--- src/rtl/sync_fifo_param.sv ---
// -----------------------------------------------------------------------------
// sync_fifo_param
// Parametrised single-clock FIFO with programmable almost-full/almost-empty
// thresholds, optional first-word-fall-through read mode, sticky overflow and
// underflow error flags, and a synchronous flush.
//
// Parameters
//   DATA_WIDTH : width of data_in / data_out
//   DEPTH      : number of entries (power of 2, >= 4)
//   AF_LEVEL   : almost_full asserts when fifo_cnt >= AF_LEVEL
//   AE_LEVEL   : almost_empty asserts when fifo_cnt <= AE_LEVEL
//   FWFT       : 0 = registered read, 1 = first-word-fall-through
//
// Ports
//   clk          : clock, rising edge
//   rst          : asynchronous active-low reset
//   flush        : synchronous clear of contents and error flags
//   wr, data_in  : write request and write data
//   rd           : read request
//   data_out     : read data
//   empty, full, almost_empty, almost_full : occupancy flags
//   fifo_cnt     : current occupancy 0..DEPTH
//   overflow     : sticky, a write was rejected
//   underflow    : sticky, a read was rejected
// -----------------------------------------------------------------------------
module sync_fifo_param #(
    parameter int DATA_WIDTH = 8,
    parameter int DEPTH      = 16,
    parameter int AF_LEVEL   = DEPTH - 2,
    parameter int AE_LEVEL   = 2,
    parameter int FWFT       = 0
) (
    input  logic                       clk,
    input  logic                       rst,
    input  logic                       flush,
    input  logic                       wr,
    input  logic [DATA_WIDTH-1:0]      data_in,
    input  logic                       rd,
    output logic [DATA_WIDTH-1:0]      data_out,
    output logic                       empty,
    output logic                       full,
    output logic                       almost_empty,
    output logic                       almost_full,
    output logic [$clog2(DEPTH):0]     fifo_cnt,
    output logic                       overflow,
    output logic                       underflow
);

    localparam int AW = $clog2(DEPTH);
    localparam int CW = AW + 1;

    localparam logic [AW-1:0] PTR_ONE   = AW'(1);
    localparam logic [CW-1:0] CNT_ONE   = CW'(1);
    localparam logic [CW-1:0] CNT_ZERO  = CW'(0);
    localparam logic [CW-1:0] CNT_DEPTH = CW'(DEPTH);
    localparam logic [CW-1:0] CNT_AF    = CW'(AF_LEVEL);
    localparam logic [CW-1:0] CNT_AE    = CW'(AE_LEVEL);

    // Elaboration-time parameter sanity checks
    generate
        if ((DEPTH < 4) || ((DEPTH & (DEPTH - 1)) != 0)) begin : g_err_depth
            $error("sync_fifo_param: DEPTH must be a power of 2 and >= 4");
        end
        if (AF_LEVEL > DEPTH) begin : g_err_af
            $error("sync_fifo_param: AF_LEVEL must not exceed DEPTH");
        end
        if (AE_LEVEL >= AF_LEVEL) begin : g_err_ae
            $error("sync_fifo_param: AE_LEVEL must be below AF_LEVEL");
        end
    endgenerate

    logic [DATA_WIDTH-1:0] r_mem [DEPTH];
    logic [AW-1:0]         r_wr_ptr;
    logic [AW-1:0]         r_rd_ptr;
    logic [CW-1:0]         r_cnt;
    logic                  r_overflow;
    logic                  r_underflow;

    logic                  w_empty;
    logic                  w_full;
    logic                  w_rd_ok;
    logic                  w_wr_ok;
    logic [CW-1:0]         w_cnt_nxt;

    // Flags derive from the registered count, so they follow the causing edge
    assign w_empty = (r_cnt == CNT_ZERO);
    assign w_full  = (r_cnt == CNT_DEPTH);

    // A read is only honoured when data exists; a write into a full FIFO is
    // honoured when a simultaneous read frees the head slot.
    assign w_rd_ok = rd & ~w_empty;
    assign w_wr_ok = wr & (~w_full | w_rd_ok);

    // Next occupancy: simultaneous accepted read and write cancel out
    always_comb begin
        w_cnt_nxt = r_cnt;
        case ({w_wr_ok, w_rd_ok})
            2'b10:   w_cnt_nxt = r_cnt + CNT_ONE;
            2'b01:   w_cnt_nxt = r_cnt - CNT_ONE;
            default: w_cnt_nxt = r_cnt;
        endcase
    end

    // Pointer, occupancy and sticky error state
    always_ff @(posedge clk or negedge rst) begin
        if (!rst) begin
            r_wr_ptr    <= '0;
            r_rd_ptr    <= '0;
            r_cnt       <= CNT_ZERO;
            r_overflow  <= 1'b0;
            r_underflow <= 1'b0;
        end else if (flush) begin
            r_wr_ptr    <= '0;
            r_rd_ptr    <= '0;
            r_cnt       <= CNT_ZERO;
            r_overflow  <= 1'b0;
            r_underflow <= 1'b0;
        end else begin
            if (w_wr_ok) begin
                r_wr_ptr <= r_wr_ptr + PTR_ONE;
            end
            if (w_rd_ok) begin
                r_rd_ptr <= r_rd_ptr + PTR_ONE;
            end
            r_cnt <= w_cnt_nxt;
            if (wr && !w_wr_ok) begin
                r_overflow <= 1'b1;
            end
            if (rd && !w_rd_ok) begin
                r_underflow <= 1'b1;
            end
        end
    end

    // Storage array; intentionally not cleared by reset or flush
    always_ff @(posedge clk) begin
        if (w_wr_ok && !flush) begin
            r_mem[r_wr_ptr] <= data_in;
        end
    end

    generate
        if (FWFT != 0) begin : g_fwft
            // Head entry presented combinationally; forced to 0 when empty so
            // the output is never X before the first write.
            always_comb begin
                if (w_empty) begin
                    data_out = '0;
                end else begin
                    data_out = r_mem[r_rd_ptr];
                end
            end
        end else begin : g_std
            logic [DATA_WIDTH-1:0] r_data_out;

            // Registered read data, held when no read is accepted
            always_ff @(posedge clk or negedge rst) begin
                if (!rst) begin
                    r_data_out <= '0;
                end else if (flush) begin
                    r_data_out <= '0;
                end else if (w_rd_ok) begin
                    r_data_out <= r_mem[r_rd_ptr];
                end
            end

            assign data_out = r_data_out;
        end
    endgenerate

    assign empty        = w_empty;
    assign full         = w_full;
    assign almost_empty = (r_cnt <= CNT_AE);
    assign almost_full  = (r_cnt >= CNT_AF);
    assign fifo_cnt     = r_cnt;
    assign overflow     = r_overflow;
    assign underflow    = r_underflow;

endmodule

--- config.mk ---
export PLATFORM = sky130hd
export DESIGN_NAME = sync_fifo_param
export DESIGN_NICKNAME = d
export VERILOG_FILES = /design/src/rtl/sync_fifo_param.sv
export SDC_FILE = /design/constraint.sdc
export NUM_CORES = 1
export LEC_CHECK = 0
export BUFFER_PORTS_ARGS = -buffer_cell sky130_fd_sc_hd__buf_2
export CORE_ASPECT_RATIO = 1.1
export CORE_UTILIZATION = 35
export CTS_BUF_LIST = sky130_fd_sc_hd__clkbuf_8
export DETAILED_ROUTE_END_ITERATION = 12
export PLACE_DENSITY = 0.59
export SETUP_SLACK_MARGIN = 0.4
export SLEW_MARGIN = 20
export SYNTH_ARGS = -nofsm -noshare
export SYNTH_HDL_FRONTEND = slang
export SYNTH_SLANG_ARGS = --single-unit
export TNS_END_PERCENT = 50
--- constraint.sdc ---
create_clock -name clk -period 6.3 [get_ports clk]
set_input_delay 0.945 -clock clk [delete_from_list [all_inputs] [get_ports clk]]
set_output_delay 0.945 -clock clk [all_outputs]
set_load 0.02 [all_outputs]
======== Yosys cells after proc, flatten, opt, wreduce, memory -nomap -nowiden ========
Memories as Yosys holds them, arrays and structs flattened.
Index checks and enable logic that the tools add are counted.
storage, ports and cells
  register bits after elaboration ......... 23
  memory bits (writable) .................. 128
  output and inout bits ................... 19
  logic and storage cells ................. 47
  memories ................................ 1
memories
  memory  words  width  read ports  clocked after Yosys merged registers in  wr ports  line  RTL
  r_mem   16     8      1           0                                        1         72    logic [DATA_WIDTH-1:0] r_mem [DEPTH];
operators by class
  $add $sub $neg .......................... 4
  order comparisons ....................... 2
  eq/ne operators ......................... 3
  mux-type cells .......................... 14
  bitwise operators ....................... 5
  reduce and logical (&&, ||, !) cells .... 12
operators by type and width
  cell                                                             count
  two-way mux 4 bit                                                4
  two-way mux 8 bit                                                2
  case mux 5 bit (2 select lines)                                  1
  adder 4 x 1 -> 4 bit (second input constant)                     2
  nonzero test 2 bit                                               4
  two-way mux 1 bit                                                6
  adder 5 x 1 -> 5 bit (second input constant)                     1
  == test 5 bit (second input constant)                            1
  >= comparator 5 x 4 -> 1 bit (second input constant)             1
  less-or-equal comparator 5 x 2 -> 1 bit (second input constant)  1
  zero test 5 bit                                                  1
  two-way mux 5 bit                                                1
  subtractor 5 x 1 -> 5 bit (second input constant)                1
  logical AND 1 bit                                                3
  zero test 1 bit                                                  3
  nonzero test 3 bit                                               1
  AND 1 bit                                                        2
  == test 2 x 1 -> 1 bit (second input constant)                   1
  == test 2 bit (second input constant)                            1
  inverter 1 bit                                                   2
  OR 1 bit                                                         1

======== Depth between registers and ports, before layout ========
Gate-level depths: netlist of the first run.
  depth after elaboration ................. 9
  gate-level depth with buffers ........... 11
  mapped depth without buffers ............ 10

======== Worst setup path after synthesis of the first run ========
Ideal clock, no wire load.
  path type ............................... register to output
  start point ............................. reg r_cnt[4], in the netlist fifo_cnt[4]
  end point ............................... out almost_empty
  arrival ................................. 1.837 ns
  required time ........................... 5.355 ns
  setup slack ............................. 3.518 ns
  cell stages (with the launch flop) ...... 3
  buffers on the path ..................... 1
  path through ............................ dfrtp_1 clkbuf_1 a2111oi_0
on the way
  longest elaborated chain between the ends .. 1
ends and longest elaborated chain
  item                                     line  RTL
  start, declared                          75    logic [CW-1:0] r_cnt;
  start signal, assigned                   125   r_cnt <= w_cnt_nxt;
  less-or-equal comparator 5 x 2 -> 1 bit  173   assign almost_empty = (r_cnt <= CNT_AE);
  end, declared                            42    output logic almost_empty,
Every way passes these cells.

======== Final worst setup path of the first run ========
  start point ............................. reg r_cnt[1], in the netlist fifo_cnt[1]
  end point ............................... out full
on the way
  longest elaborated chain between the ends .. 1
ends and longest elaborated chain
  item           line  RTL
  == test 5 bit  87    assign w_full = (r_cnt == CNT_DEPTH);
  end, declared  41    output logic full,
Every way passes these cells.

==> results of run 1 <==
through the flow:
stage	setup slack, ps	utilization
2_1_floorplan	3520	-
3_3_place_gp	3380	0.383
3_5_place_dp	3290	0.383
4_1_cts	3290	0.406
5_1_grt	3200	0.406
6_report	3320	0.406
kinds of logic after synthesis:
family	count (synthesis)
flip-flops	151
AND/OR/NAND/NOR	70
multiplexers	51
AO/OA/AOI/OAI	27
buffers and inverters	26
XOR/XNOR	9
adder cells (fa/ha/maj)	9
worst register-to-register path: stages (launching register included):
cell	delay, ps
dfrtp_1	450
or4_4	640
o21a_1	290
nand2b_1	150
inv_1	90
ha_1	330
nand2b_1	100
a21oi_1	130
or3_1	330
a21o_1	160
a21oi_1	140
layout make-up:
type,count,area share
well taps,234,0.0419
clock buffers,21,0.0414
flip-flops and latches,151,0.633
repair buffers,33,0.0244
multi-input cells,166,0.240
inverters,7,0.00376
clock inverters,11,0.0149
state kept, by name, summed over array words and instances (netlist names):
| signal | flops |
|---|---|
| overflow | 1 |
| r_wr_ptr | 4 |
| r_mem | 128 |
| r_rd_ptr | 4 |
| data_out | 8 |
| fifo_cnt | 5 |
| underflow | 1 |
synth_stat cells (2+ instances only):
cell type,count,area share
clkbuf_1,8,0.0048
buf_1,3,0.0018
ha_1,8,0.016
nand2b_1,2,0.0020
a21o_1,2,0.0024
o31a_1,2,0.0028
mux2_2,3,0.0054
edfxtp_1,128,0.62
inv_1,7,0.0042
xnor2_1,2,0.0028
or3_1,3,0.0030
mux2i_1,16,0.026
nand2_1,10,0.0060
nand3b_1,10,0.012
nand3_1,3,0.0024
dfrtp_1,23,0.093
o221ai_1,8,0.011
buf_6,2,0.0036
buf_2,5,0.0040
xor2_1,7,0.0099
mux4_2,32,0.12
a21oi_1,8,0.0064
nor2_1,34,0.021
power breakdown:
part / switching (uW) / internal, uW / leakage, uW
Clock: 331 / 387 / 0.000218
Combinational: 242 / 174 / 0.000667
Sequential: 45.4 / 1130 / 0.00146
Total: 618 / 1690 / 0.00235
final timing paths:
path	depth (start not counted)	end	slack, ps
max	4	full	3320
min	1	data_out[0]	470
max reg2reg	10	fifo_cnt[4]	3430
min reg2reg	2	underflow	500
max in group asynchronous	1	r_rd_ptr[1]	5450
min in group clk	2	underflow	500
layer usage:
metal | track usage | vias to the layer above | wire [um]
li1 | - | 1407 | -
met1 | 0.175 | 1596 | 4780
met2 | 0.239 | 88 | 6060
met3 | 0.0324 | 14 | 748
met4 | 0.0613 | 0 | 201
met5 | 0 | - | 0
==> out/qor.txt, run 1 <==
status: finished clean
WL per Instance: 18.9 um
fill cell count: 1549
Clk Latency, worst-skew pair: 440 ps
most frequent cells in the layout: edfxtp_1, nor2_1, mux4_2, buf_2, dfrtp_1
hold_buf cts: 0
CTS HTree Levels: 4
Critical Path Fanout Max: 9
Post-CTS Setup Bufs: 0
share of cells above drive strength 1: 0.275
unrepaired setup endpoints after global routing: no
final max-slew violation count: 0
final hold violations: 0
number of flops mapped to enable cells by yosys: 128
sequential area share after synthesis: 0.711
Critical Path Start: fifo_cnt[1]
Finish-stage setup viols: 0
critical path class: reg2out
post-synthesis simple-gate area fraction: 0.0572
Worst Skew: 17.4 ps
vias in the first global route: 3280
clock root buffer: clkbuf_8
first-pass GRT wire length: 18300 um
IO Port Bufs: 31
Post-Syn Area: 6220 um2
Detailed Route Iter0 Violations: 225
final antenna-violating net count: 0
Syn Area/Cell: 18.1 um2
pwr dens: 330 nW/um2
initial core utilization: 0.361
worst-case clock buffer depth: 2
FF+latch area: 4420 um2
Layout Nets: 398
Startpoint Class: register
compound-cell area share of the yosys netlist: 0.0336
Post-Layout Cell Count: 623
core area: 17200 um2
global route overflow: 0
CP cell instances: or4_4, or2_2, inv_1, buf_2
clock slew seen by the registers of the worst setup and hold paths: 90 ps
minimum clock period after layout: 2980 ps
commonest non-fill, non-tap cell in the layout: edfxtp_1
drt first pass iters: 4
XOR/XNOR Fraction of Synth Area: 0.0127
Ys Warns: 0
Fmax: 0.336 GHz
largest net degree at the start of global routing: 36
relative slew slack: 0.320
Cells after Synth: 343
Static Leak: 0.00235 uW
aggregate global-route resource usage: 0.142
post-synthesis cell type count: 40
fin crit share: 0.472
I/O pin count: 32
Critical Path End Type: primary output
Crit path max-delay family: simple AND/OR/NAND/NOR gates
Tot Pwr: 2310 uW
Post-DP Area: 6590 um2
synthesis-to-finish area growth: 12.3%
Post-synth ARST share: 0.152
Worst-Margin Slew: 1020 ps
Max VDD drop: 0.129 mV
reg2reg start: fifo_cnt[1]
CP required: 5350 ps
dpl cells: 591
Multi-input gate area: 1680 um2
# rows: 50
Post-Synth Adder-Cell Area: 0.0193
CP max-delay cell: or4_4
n_diodes: 0
Synth Register Bits: 151
Total Wirelength: 11800 um
initial antenna violation count: 0
Max stage delay on crit path: 640 ps
WP data arrival: 2030 ps
hold_ws: 472 ps
Die Area: 18300 um2
post-synthesis mux area share: 0.147
cell area after layout: 6980 um2
detailed placement HPWL: 7490 um
syn_nets: 365
clk sinks: 151
max_cap viols: 0
CTS tree: built
setup_tns: 0 ps
# DRC: 0
vias per cell: 4.98
gpl congestion: 0.764
Vias: 3105
Buf+Inv Stages, Crit Path: 2
Die Height: 142 um
worst min path class: in2async
Die X: 129 um
cts repair resizes: 0
Num CTS Buffers: 17
largest family of logic cells by synthesized area: multiplexers
Main synth FF type: edfxtp_1
(Power assumes the default switching activity.)
==> run 2, diff against run 1 <==
- ABC_AREA: not set -> 1
- clock period: 6.3 -> 2.85 ns (I/O delays scaled with it)
==> out/qor.txt, run 2 <==
Multi-input gate area: 1930 um2 (+15%)
aggregate global-route resource usage: 0.172 (+0.0301)
final antenna-violating net count: 0 (unchanged)
max reg flops: 128 (unchanged)
Static Leak: 0.00342 uW (+46%)
I/O pin count: 32 (unchanged)
Fmax: 0.486 GHz
Max VDD drop: 0.864 mV (+570%)
Worst Skew: 10.3 ps (-7.13 ps)
vias in the first global route: 4454 (+36%)
status: finished clean
largest net degree at the start of global routing: 91 (+150%)
# DRC: 0 (unchanged)
CTS HTree Levels: 4 (unchanged)
cts repair resizes: 0 (unchanged)
Ys Warns: 0 (unchanged)
fill cell count: 1934 (+25%)
top-count cell post-synth: nand2_1
IO Port Bufs: 31 (unchanged)
final max-slew violation count: 0 (unchanged)
initial core utilization: 0.360 (-0.00179)
most frequent cells in the layout: nand2_1, edfxtp_1, inv_1, nand3_1, nor2_1
area leader, netlist: edfxtp_1
vias per cell: 4.62 (-7.3%)
Post-synth ARST share: 0.152 (unchanged)
detailed placement HPWL: 10300 um (+38%)
Synth Register Bits: 151 (unchanged)
drt first pass iters: 5 (+1)
most frequent cells after synthesis: nand2_1, edfxtp_1, inv_1
global route overflow: 0 (unchanged)
synth top area cells: edfxtp_1, nand2_1, dfrtp_1
first-pass GRT wire length: 25100 um (+37%)
Total Wirelength: 16200 um (+37%)
Cells after Synth: 705 (+110%)
Startpoint Class: register
FF+latch area: 4420 um2 (unchanged)
Layout Nets: 761 (+91%)
Post-Syn Area: 6920 um2 (+11%)
initial antenna violation count: 0 (unchanged)
Critical Path Fanout Max: 10 (+1)
Num CTS Buffers: 17 (unchanged)
share of cells above drive strength 1: 0.109 (-0.166)
gpl congestion: 0.834 (+9.2%)
clock root buffer: clkbuf_8
Detailed Route Iter0 Violations: 398 (+77%)
critical path class: reg2reg
Die X: 136 um (+5.4%)
sequential area share after synthesis: 0.639 (-0.0718)
Die Area: 20300 um2 (+11%)
worst-case clock buffer depth: 2 (unchanged)
syn_nets: 727 (+99%)
clock slew seen by the registers of the worst setup and hold paths: 80 ps (about the same)
Synth top area share: 0.556 (-0.0624)
core area: 19200 um2 (+12%)
minimum clock period after layout: 2060 ps
post-synthesis cell type count: 29 (-28%)
CTS tree: built
unrepaired setup endpoints after global routing: no
WL per Instance: 16.2 um (-14%)
pwr dens: 767 nW/um2 (+130%)
CP required: 3190 ps (-2160 ps)
final hold violations: 0 (unchanged)
relative slew slack: 0.479 (+0.159)
n_diodes: 0 (unchanged)
WP data arrival: 2400 ps (+370 ps)
Die Height: 149 um (+5.4%)
clk sinks: 151 (unchanged)
Worst-Margin Slew: 780 ps (-240 ps)
Critical Path End Type: register
commonest non-fill, non-tap cell in the layout: nand2_1
setup_tns: 0 ps (unchanged)
# rows: 53 (+6.0%)
Main synth FF type: edfxtp_1
Vias: 4616 (+49%)
worst min path class: in2reg
largest register by flop count: r_mem
max_cap viols: 0 (unchanged)
Finish-stage setup viols: 0 (unchanged)
synthesis-to-finish area growth: 11.0%
number of flops mapped to enable cells by yosys: 128 (unchanged)
fin crit share: 0.722
Syn Area/Cell: 9.81 um2 (-46%)
Clk Latency, worst-skew pair: 450 ps (about the same)
Final Core Density: 0.399 (-0.00653)
-- run 2: cell types whose count changed after synthesis, sizes merged, moves of 11 or more --
cell,before,now
buf,10,25
inv,7,110
mux2i,16,0
mux4,32,0
nand2,11,237
nand3,3,87
o21ai,2,13
or2,1,16
-- run 2: worst paths after layout --
path	from	depth (start not counted)	endpoint	slack (ps)
worst max-delay path	fifo_cnt[1]	13	fifo_cnt[4]	790
worst min register to register	data_out[6]	2	data_out[6]	480
worst max register to register	fifo_cnt[1]	13	fifo_cnt[4]	790
min in group asynchronous	rst	2	fifo_cnt[1]	510
max in group asynchronous	rst	2	r_rd_ptr[0]	1930
worst min-delay path	flush	2	overflow	290
-- run 2: cell families (layout without fill, tap and decap cells) --
kind of cell             after synthesis  in the layout  synth area share
buffers and inverters                139            186            0.0823
XOR/XNOR                               2              2           0.00253
AO/OA/AOI/OAI                         20             20            0.0163
AND/OR/NAND/NOR                      384            384             0.242
adder cells (fa/ha/maj)                9              9            0.0174
flip-flops                           151            151             0.639
-- run 2: critical path: stages, from the launching register on --
cell	delay [ps]
dfrtp_1	480
nor2_4	180
nand3_4	110
nand3_4	150
inv_1	100
ha_1	320
a21oi_1	190
nand2_1	70
nand2_1	50
nand2_1	60
nor2_1	80
nor2_1	50
nand2_1	50
nand2_1	40
-- run 2: cell type report --
type / instances / area share
multi-input cells: 415 / 0.251
clock inverters: 15 / 0.0153
clock buffers: 17 / 0.0305
flip-flops and latches: 151 / 0.576
inverters: 113 / 0.0552
repair buffers: 41 / 0.0319
well taps: 247 / 0.0403
-- run 2: per-layer routing --
metal / share of wire / wire, um / track usage / vias up
met1: 0.46 / 7490 / 0.226 / 2180
met5: 0 / 0 / 0 / -
met4: 0.017 / 276 / 0.0667 / 0
met3: 0.041 / 658 / 0.0420 / 18
li1: - / - / - / 2319
met2: 0.48 / 7770 / 0.273 / 99
-- run 2: repair_timing --
item | in CTS | in global routing
buffers inserted | 0 | 0
hold buffers | 1 | 0
hold endpoints to repair | 23 | 0
-- run 2: metrics by stage --
stage | cell area, um2 | setup slack (ps) | cells | power [uW] | hold slack [ps]
2_1_floorplan | 6920 | 864 | 705 | 3960 | 132
3_3_place_gp | 7320 | 772 | 966 | 4460 | 460
3_5_place_dp | 7320 | 715 | 966 | 4470 | 459
4_1_cts | 7680 | 776 | 999 | 5950 | 257
5_1_grt | 7680 | 539 | 999 | 6260 | 264
6_report | 7680 | 793 | 999 | 5890 | 288
-- run 2: where the power goes --
group / leakage [uW] / internal, uW / total, uW / switching [uW]
combinational: 0.00178 / 543 / 1820 / 1270
sequential: 0.00147 / 2500 / 2590 / 91.3
clock: 0.000177 / 675 / 1480 / 805
==> run 3, diff against run 2 <==
- ABC_AREA: 1 -> 0
- PLACE_DENSITY: 0.59 -> 0.61
- clock period: 2.85 -> 1.8 ns (I/O delays scaled with it)
==> out/qor.txt, run 3 (same netlist as run 1, synthesis figures left out) <==
Worst Skew: 14.0 ps (+3.73 ps)
vias in the first global route: 3540 (-21%)
max reg flops: 128 (unchanged)
core area: 17200 um2 (-11%)
Vias: 3316 (-28%)
Static Leak: 0.00266 uW (-22%)
WL per Instance: 18.8 um (+16%)
critical path class: reg2reg
Total Wirelength: 12700 um (-21%)
IO Port Bufs: 31 (unchanged)
Die Height: 142 um (-5.1%)
initial antenna violation count: 0 (unchanged)
commonest non-fill, non-tap cell in the layout: edfxtp_1
clock slew seen by the registers of the worst setup and hold paths: 90 ps (about the same)
worst setup slack after layout: -536 ps (-1330 ps)
minimum clock period after layout: 2340 ps (+279 ps)
setup_tns: -48530 ps (-48530 ps)
clk sinks: 151 (unchanged)
pwr dens: 1130 nW/um2 (+48%)
Finish-stage setup viols: 149 (+149)
status: finished, violations left
relative slew slack: 0.616 (+0.137)
share of cells above drive strength 1: 0.473 (+0.364)
CP max-delay cell: or4_4
Critical Path End Type: register
internal power: 6370 uW (+71%)
vias per cell: 4.89 (+5.8%)
first-pass GRT wire length: 20100 um (-20%)
WP data arrival: 2720 ps (+320 ps)
Num CTS Buffers: 17 (unchanged)
largest net degree at the start of global routing: 35 (-62%)
n_diodes: 0 (unchanged)
drt first pass iters: 4 (-1)
gpl congestion: 0.808 (-3.0%)
worst min path class: in2reg
Detailed Route Iter0 Violations: 136 (-66%)
Fmax: 0.428 GHz (-12%)
CP required: 2180 ps (-1010 ps)
failing checks: setup timing
CP cell instances: or4_4, o21a_4, nand2b_4, inv_4, ha_4, nor2_4, a21oi_2, or3_1, a21o_1, a21oi_1
Seq pwr share: 0.451 (+0.011)
final max-slew violation count: 0 (unchanged)
Final Core Density: 0.463 (+0.0635)
clock root buffer: clkbuf_8
Tot Pwr: 9020 uW (+53%)
final hold violations: 0 (unchanged)
Max VDD drop: 0.525 mV (-39%)
# DRC: 0 (unchanged)
unrepaired setup endpoints after global routing: yes
Critical Path Fanout Max: 5 (-5)
worst-case clock buffer depth: 2 (unchanged)
final antenna-violating net count: 0 (unchanged)
Die X: 129 um (-5.1%)
largest register by flop count: r_mem
Clock Power Share: 0.270 (+0.019)
global route overflow: 0 (unchanged)
synthesis-to-finish area growth: 28.0%
Startpoint Class: register
Clk Latency, worst-skew pair: 450 ps (about the same)
Worst-Margin Slew: 576 ps (-204 ps)
most frequent cells in the layout: edfxtp_1, buf_4, mux4_2, buf_2
CTS HTree Levels: 4 (unchanged)
P_sw: 2650 uW (+22%)
detailed placement HPWL: 8310 um (-19%)
worst hold path cell count: 1 (-1)
fin crit share: 1.30 (+0.576)
CTS tree: built
initial core utilization: 0.361 (+0.00179)
Layout Nets: 453 (-40%)
max_cap viols: 0 (unchanged)
I/O pin count: 32 (unchanged)
Net Sw Frac: 0.294 (-0.0748)
R2R depth: 10 (-3)
Die Area: 18300 um2 (-10%)
aggregate global-route resource usage: 0.154 (-0.0182)
Max stage delay on crit path: 550 ps (+70 ps)
# rows: 50 (-5.7%)
Logic pwr share: 0.279 (-0.030)
-- run 3: cell types whose count changed in the layout (fill, tap and decap cells not counted), sizes merged, moves of 16 or more --
cell / delta
mux2i: +16
nand3: -84
inv: -103
nand2: -226
buf: +47
mux4: +32
-- run 3: per-stage QoR --
stage          cells  setup WS (ps)  instance area, um2  hold slack [ps]
2_1_floorplan    343           -692                6390            -25.6
3_3_place_gp     633           -486                7180              288
3_5_place_dp     633           -557                7180              294
4_1_cts          677           -541                7900              177
5_1_grt          678           -611                7960              196
6_report         678           -536                7960              203
-- run 3: per-layer routing --
layer / up-vias / GRT usage / share of wire
li1: 1531 / - / -
met1: 1691 / 0.191 / 0.42
met2: 75 / 0.258 / 0.53
met3: 19 / 0.0328 / 0.036
met4: 0 / 0.0675 / 0.020
met5: - / 0 / 0
-- run 3: worst max-delay path: cells and delay by family (launching register included) --
| kind | cells | cell delay [ps] |
|---|---|---|
| DFF | 1 | 400 |
| buffers and inverters | 1 | 50 |
| adders and majority gates | 1 | 220 |
| AOI/OAI and AO/OA | 4 | 560 |
| and+or+nand+nor | 4 | 1050 |
-- run 3: path summary, 6_finish.rpt --
check,startpoint,to,slack [ps]
max,fifo_cnt[0],fifo_cnt[4],-540
min,data_in[2],r_mem[0][2],200
max reg2reg,fifo_cnt[0],fifo_cnt[4],-540
min reg2reg,overflow,overflow,500
max in group asynchronous,rst,r_rd_ptr[1],1030
min in group asynchronous,rst,fifo_cnt[4],350
-- run 3: final cells by class --
cell class	instances	area (um2)
clock inverter	15	143
clock buffer	17	234
sequential	151	4420
tap	234	293
fill	1465	9240
multi-input combinational	166	2020
inverter	7	28.8
timing repair buffer	88	818
-- run 3: power groups by stage --
| stage | registers (uW) | clock network [uW] | logic (uW) |
|---|---|---|---|
| after floorplan | 4260 | 0 | 1120 |
| after global placement | 4130 | 0 | 1980 |
| after detailed placement | 4130 | 0 | 2030 |
| after CTS | 4060 | 2490 | 2470 |
| after global routing | 4080 | 2640 | 2700 |
| final | 4060 | 2440 | 2520 |
-- run 3: repair_timing --
item                                    4_1_cts  5_1_grt
pin swaps                                    11        8
resized for setup                            59       10
endpoints found under the setup margin      160      160
setup buffers                                11        1
endpoints found under the hold margin        23        0
hold buffers                                  1        0
